<file path="src/rtl/cache_mem_responder.sv">
// Block-wide backing store for cache refills/writebacks; optional CACHE_MEM_STATS_EN adds rd/wr counters.
// Latency: ready_o low for exactly LATENCY cycles after the accepting edge; read data valid as ready_o rises.
// Backpressure: one request in flight; re_i/we_i are ignored while ready_o=0 and re-sampled once it returns high.
module cache_mem_responder #(
    parameter int ADDR_WIDTH = 8,
    parameter int BLOCK_SIZE = 16,
    parameter int LATENCY    = 2
) (
    input  logic                    clk_i,
    input  logic                    rst_ni,
    input  logic                    re_i,
    input  logic                    we_i,
    output logic                    ready_o,
    input  logic [31:0]             addr_i,
    input  logic [BLOCK_SIZE*8-1:0] wdata_i,
    output logic [BLOCK_SIZE*8-1:0] rdata_o
`ifdef CACHE_MEM_STATS_EN
    ,
    output logic [31:0]             rd_count_o,
    output logic [31:0]             wr_count_o
`endif
);
    localparam int OFF        = $clog2(BLOCK_SIZE);
    localparam int IW         = ADDR_WIDTH - OFF;
    localparam int NUM_BLOCKS = (1 << ADDR_WIDTH) / BLOCK_SIZE;
    localparam int BW         = BLOCK_SIZE * 8;
    localparam int CW         = $clog2(LATENCY + 1);

    typedef enum logic {IDLE, BUSY} state_t;

    state_t          state_q, state_d;
    logic [CW-1:0]   cnt_q;
    logic            wr_q;
    logic [IW-1:0]   idx_q;
    logic [BW-1:0]   wdata_q;
    logic [BW-1:0]   mem [NUM_BLOCKS];
    logic            accept, done;

    // Offset and aliased high address bits are intentionally dropped.
    logic unused_addr;
    assign unused_addr = ^{addr_i[31:ADDR_WIDTH], addr_i[OFF-1:0]};

    always_ff @(posedge clk_i or negedge rst_ni) begin
        if (!rst_ni) state_q <= IDLE;
        else         state_q <= state_d;
    end

    always_comb begin
        state_d = state_q;
        accept  = 1'b0;
        done    = 1'b0;
        case (state_q)
            IDLE: if (re_i || we_i) begin
                accept  = 1'b1;
                state_d = BUSY;
            end
            BUSY: if (cnt_q == '0) begin
                done    = 1'b1;
                state_d = IDLE;
            end
            default: state_d = IDLE;
        endcase
    end

    assign ready_o = (state_q == IDLE);

    // A simultaneous read+write collapses to a write.
    always_ff @(posedge clk_i or negedge rst_ni) begin
        if (!rst_ni) begin
            cnt_q   <= '0;
            wr_q    <= 1'b0;
            idx_q   <= '0;
            wdata_q <= '0;
            rdata_o <= '0;
        end else begin
            if (accept) begin
                cnt_q   <= CW'(LATENCY - 1);
                wr_q    <= we_i;
                idx_q   <= addr_i[ADDR_WIDTH-1:OFF];
                wdata_q <= wdata_i;
            end else if (state_q == BUSY && cnt_q != '0) begin
                cnt_q <= cnt_q - CW'(1);
            end
            if (done && !wr_q) rdata_o <= mem[idx_q];
        end
    end

    // Storage is not reset; an abort returns to IDLE before done can fire, so no commit.
    always_ff @(posedge clk_i) begin
        if (done && wr_q) mem[idx_q] <= wdata_q;
    end

`ifdef CACHE_MEM_STATS_EN
    always_ff @(posedge clk_i or negedge rst_ni) begin
        if (!rst_ni) begin
            rd_count_o <= '0;
            wr_count_o <= '0;
        end else if (done) begin
            if (wr_q) wr_count_o <= wr_count_o + 32'd1;
            else      rd_count_o <= rd_count_o + 32'd1;
        end
    end
`endif

endmodule

</file>
<file path="config.mk">
export PLATFORM = sky130hd
export DESIGN_NAME = cache_mem_responder
export DESIGN_NICKNAME = d
export VERILOG_FILES = /design/src/rtl/cache_mem_responder.sv
export SDC_FILE = /design/constraint.sdc
export NUM_CORES = 2
export LEC_CHECK = 0
export BUFFER_PORTS_ARGS = -buffer_cell sky130_fd_sc_hd__clkbuf_2
export CORE_MARGIN = 4
export CORE_UTILIZATION = 50
export CTS_CLUSTER_SIZE = 14
export DETAILED_ROUTE_END_ITERATION = 7
export PLACE_DENSITY = 0.76
export SYNTH_ARGS = -nofsm -noshare
export SYNTH_HDL_FRONTEND = slang
export SYNTH_SLANG_ARGS = --single-unit
export TNS_END_PERCENT = 100
</file>
<file path="constraint.sdc">
create_clock -name clk_i -period 14.84 [get_ports clk_i]
set_clock_uncertainty 0.15 [all_clocks]
set_input_delay 2.968 -clock clk_i [delete_from_list [all_inputs] [get_ports clk_i]]
set_output_delay 2.968 -clock clk_i [all_outputs]
set_load 0.02 [all_outputs]
</file>
Yosys cells after proc, flatten, opt, wreduce, memory -nomap -nowiden:

Memory sizes are Yosys's and may differ from the RTL's. A register that Yosys moved wholly into a read port is not among the register bits.
Index checks and enable logic that the tools add are counted.

* bits in writable memories: 2048
* output and inout port bits: 129
* bits in registers: 136
* memories: 1

Memories
* mem: words 16, bits a word 128, read ports 1, clocked after memory_dff 1, wr ports 1, RTL line 36 `logic [BW-1:0] mem [NUM_BLOCKS];`

* muxes and demuxes: 10
* add/subtract/negate cells: 1
* bitwise logic cells: 1
* reductions and logical operators: 9

Operators with widths (count)
* $mux W1: 7
* $mux W2: 2
* $reduce_bool A2 Y1: 2
* $logic_and A1 B1 Y1: 3
* $logic_not A1 Y1: 2
* $logic_not A2 Y1: 1
* $pmux W1 S2: 1
* $sub A2 B1 Y2 const B: 1
* $logic_or A1 B1 Y1: 1
* $not A1 Y1: 1

Depth between registers and ports, before layout:

* word-level depth: 6
* mapped depth: 9

Worst setup path before layout:

No wires, ideal clock.

* path type: register to register
* start: register idx_q[0]
* end: memory mem[0][0] in the netlist's numbering, enable pin
* required time: 13917 ps
* cell stages (with the launch flop): 9
* setup time: 773 ps
* data arrival time: 9880 ps
* setup slack: 4037 ps
* cells stage by stage: dfrtp_1 > buf_4 > buf_6 > buf_8 > buf_8 > buf_6 > nor2_1 > nand2_1 > nor3_1

RTL lines
* start: declaration: RTL line 34 `logic [IW-1:0] idx_q;`
* start signal: assignment: RTL line 79 `idx_q <= addr_i[ADDR_WIDTH-1:OFF];`
* end: declaration: RTL line 36

No word-level cell before the write port.

Final worst setup path:

* start: input port we_i
* end: register wdata_q[118]

* cells in the longest elaborated chain, start to end: 3

Ends and longest elaborated chain
* start: declaration: RTL line 12 `input logic we_i,`
* $logic_or A1 B1 Y1: RTL line 53 `IDLE: if (re_i || we_i) begin`
* $mux W1: RTL line 53
* $mux W1: RTL line 52 `case (state_q)`
* end signal: assignment: RTL line 80 `wdata_q <= wdata_i;`
* end: declaration: RTL line 35 `logic [BW-1:0] wdata_q;`

Every way passes these cells.
A chain may end at the register's enable or synchronous reset.

==> key figures <==
Placement
  • Setup slack at placement: 8510 ps
  • IO buf count: between 200 and 300
  • HPWL after DPL: 101,000 µm
  • GPL Wtd Cong: 0.722

Die
  • Starting Density: 50.4%
  • Number of cell rows: between 150 and 200
  • I/O pins: 293
  • Core footprint: approximately 170,000 µm²
  • Chip Width: 427 µm
  • Total die area: 182,000 µm²
  • Die Ht: 427 µm

Worst setup path
  • Crit path max-delay family: buffers and inverters
  • Critical-path cell list: clkbuf_2, o21ai_4, buf_4, buf_4, buf_4, mux2_2
  • CP Launch Point: we_i
  • WP buf/inv: 4
  • R2r endpoint: mem[15][118]
  • Crit-path max cell delay: 790 ps
  • Worst-path maximum fanout: 48
  • CP Data Arrival Time: 5980 ps
  • Reg2reg start: idx_q[1]
  • R2R cell count: 5
  • Crit start category: input port
  • Crit Path Category: input port to register
  • Slowest CP cell: buf_4
  • Most frequent CP cell: buf_4
  • Worst setup EP type: register
  • CP required: 15,380 ps
  • Slack of the worst reg-to-reg path: 9500 ps

Routing
  • Initial drt markers: 5,152
  • DR pass1 iterations: 6
  • Routed WL per cell: roughly 28 µm
  • WL final: 208,000 µm
  • ANT nets after route: 0
  • Via/cell ratio: 6.04
  • Residual DRC: 0
  • Total number of vias: between 40k and 50k

Pwr
  • Peak VDD IR: 0.155 mV
  • Total power: 19.8 mW
  • Power Dens Cells: roughly 200 nW/µm²
  • Leak pwr: 33.9 nW

Synthesis
  • Post-Synth Adder-Cell Area: 0.0143%
  • Mapped Nets: roughly 4.8k
  • Seq/Total Area, Yosys: 77.7%
  • Xor-xnor portion of the synthesized cell area: less than 1%
  • Fraction of synthesized area in multiplexers: 13.8%
  • Simple-gate portion of the synthesized area: 1.89%
  • Largest family of logic cells by synthesized area: multiplexers
  • Top-count cell post-synth: edfxtp_1
  • Fraction of registers with async set/reset: 11.4%
  • Complex-gate fraction of the synthesized area: 4.73%
  • Mapped Area: 87,600 µm²
  • Synth top cells by count: 2,048 x edfxtp_1, 768 x mux2i_1, 270 x nor2_1, 264 x dfrtp_1, 256 x o22ai_1
  • Post-synth EDFFs: around 2.0k
  • Seq cells post-synth: 2,312
  • Synth top area share: 70.2%
  • Synthesized netlist cell count: about 4.6k
  • Top post-synthesis cells by area: edfxtp_1 70%, mux2i_1 8.8%, dfrtp_1 7.5%, mux4_2 3.3%, o22ai_1 1.8%
  • Synth Flop Type: edfxtp_1
  • Synth warn: 0
  • Avg Cell Area, Syn: approximately 19 µm²
  • Post-synth top area cell: edfxtp_1
  • Netlist cell types: 34

STA
  • Final TNS setup: 0 ps
  • Final Max Slew Viols: 0
  • Final setup vio count: 0
  • Minimum hold slack: 356 ps
  • FMAX: 0.184 GHz
  • Tmin final: 5450 ps
  • Fin worst setup slack: 9390 ps
  • Headroom to the max-slew limit: 18.7%
  • Final period utilization: 36.7%
  • RSZ-0062 raised after global routing: no
  • Worst slew pin tran: 1220 ps
  • Hold Vio Cnt, Final: 0

Job
  • Max Cap Viol: 0

Global routing
  • Largest net degree at the start of global routing: approximately 160
  • First-pass GRT wire length: between 300,000 and 400,000 µm
  • Initial antenna violation count: 2
  • Vias in the first global route: 45.1k
  • All-layer global routing usage: 22.7%
  • Gr ovfl total: 0

Worst hold path
  • Worst hold stages: 2
  • Min-Delay Path Class: register to register
  • Min-delay src: cnt_q[1]
  • Hold EP: cnt_q[1]

CTS
  • Reg clk slew, reported paths: around 60 ps
  • Cts hold-fix bufs: 0
  • H-tree levels: 4
  • Clk sinks: 2,312
  • Post-CTS Setup Bufs: 0
  • TritonCTS clock tree: yes
  • Clock latency on the worst-skew pair: 850 ps
  • CTS Buf Count: roughly 220
  • CTS max path bufs: 3
  • Post_cts resized: 0
  • Clock root buffer: clkbuf_16

Outcome
  • Status: finished clean

Cells and area
  • Filler cells: 12.7k
  • Area grow syn2layout: 12.2%
  • Antenna Cells: 0
  • Final core occ: roughly 56%
  • Layout cells sized above 1: 19.5%
  • Net count, final: 5,074
## worst reg2reg max path, cell delays in order, from the launching register on
cell     delay [ps]
dfrtp_4         980
and2_4          920
nand2_1         440
nor2_4          880
buf_4           800
buf_4           750
## how the worst max path moves through the flow
stage              endpoint  slack [ps]  cells after the start
2_1_floorplan     mem[0][0]        4040                      8
3_3_place_gp    wdata_q[32]        8520                      6
3_5_place_dp    wdata_q[25]        8510                      6
4_1_cts        wdata_q[118]        9380                      6
5_1_grt        wdata_q[118]        9300                      6
6_report       wdata_q[118]        9390                      6
## layer usage
metal / part of all wire (%) / global-route usage (%)
met1: 39 / 30.8
met2: 49 / 37.5
met3: 8.0 / 3.71
met4: 3.5 / 7.99
met5: 0.0063 / 0
## layout by cell type (no fill, tap or decap), types with 2 or more instances in the layout
master      netlist  final
nand2b_1          3      3
a221oi_2         40     40
nand3b_1          4      4
edfxtp_1       2048   2048
mux4_2          128    128
nor2_4            0     13
clkinv_16         0      3
or3b_4            0      3
o22ai_1         256    256
a31oi_1         128    128
clkinv_8          0      6
buf_12            0      8
a221oi_1         33     33
dfrtp_4           0      4
clkbuf_8          0     25
clkinv_2          0     35
clkbuf_2          0    263
mux2i_1         768    768
clkbuf_1         81     67
nand3_1          56     56
inv_16            0      2
a2bb2oi_1        55     55
clkbuf_16         0    218
nor3_2            0      4
inv_1             3      3
buf_4            77     80
dfrtp_1         264    260
clkinv_4          0      2
mux2_2          133    133
clkinvlp_4        0      4
bufinv_16         0     17
nor2_1          270    257
nand2_1          62     62
clkinv_1          0     25
o21ai_1          73     73
## kinds of logic (layout without fill, tap and decap cells)
kind of cell               Yosys count  after routing
adders and majority gates            1              1
AOI/OAI and AO/OA                  587            587
muxes                             1029           1029
buffers and inverters              276            760
xor gates and xnor gates             1              1
and+or+nand+nor                    407            407
DFF                               2312           2312
## layout make-up
class / instances / area [µm²] / area share (%)
Clock inverter: 95 / 1060 / 1.08
Clock buffer: 310 / 6050 / 6.16
Sequential cell: 2312 / 68100 / 69.3
Timing Repair Buffer: 352 / 2090 / 2.13
Inverter: 3 / 11.3 / 0.0115
Multi-Input combinational cell: 2025 / 18100 / 18.4
Tap cell: 2325 / 2910 / 2.96
## registers in the layout, summed over array words and instances, names as in the netlist
| signal | count |
|---|---|
| state_q | 1 |
| idx_q | 4 |
| cnt_q | 2 |
| rdata_o | 128 |
| mem | 2048 |
| wdata_q | 128 |
| wr_q | 1 |
## report_power, final
part           internal (mW)  switching, mW  leakage [nW]
sequential              8.48           1.09          21.4
clock                   3.14           2.35          3.47
combinational           1.91           2.86          9.06
## stage by stage
step	cell area, µm²	instances
6_report	98300	7422
5_1_grt	98300	7422
2_1_floorplan	87600	4613
3_3_place_gp	91200	7017
3_5_place_dp	91200	7017
4_1_cts	98300	7422
(Power assumes the default switching activity.)
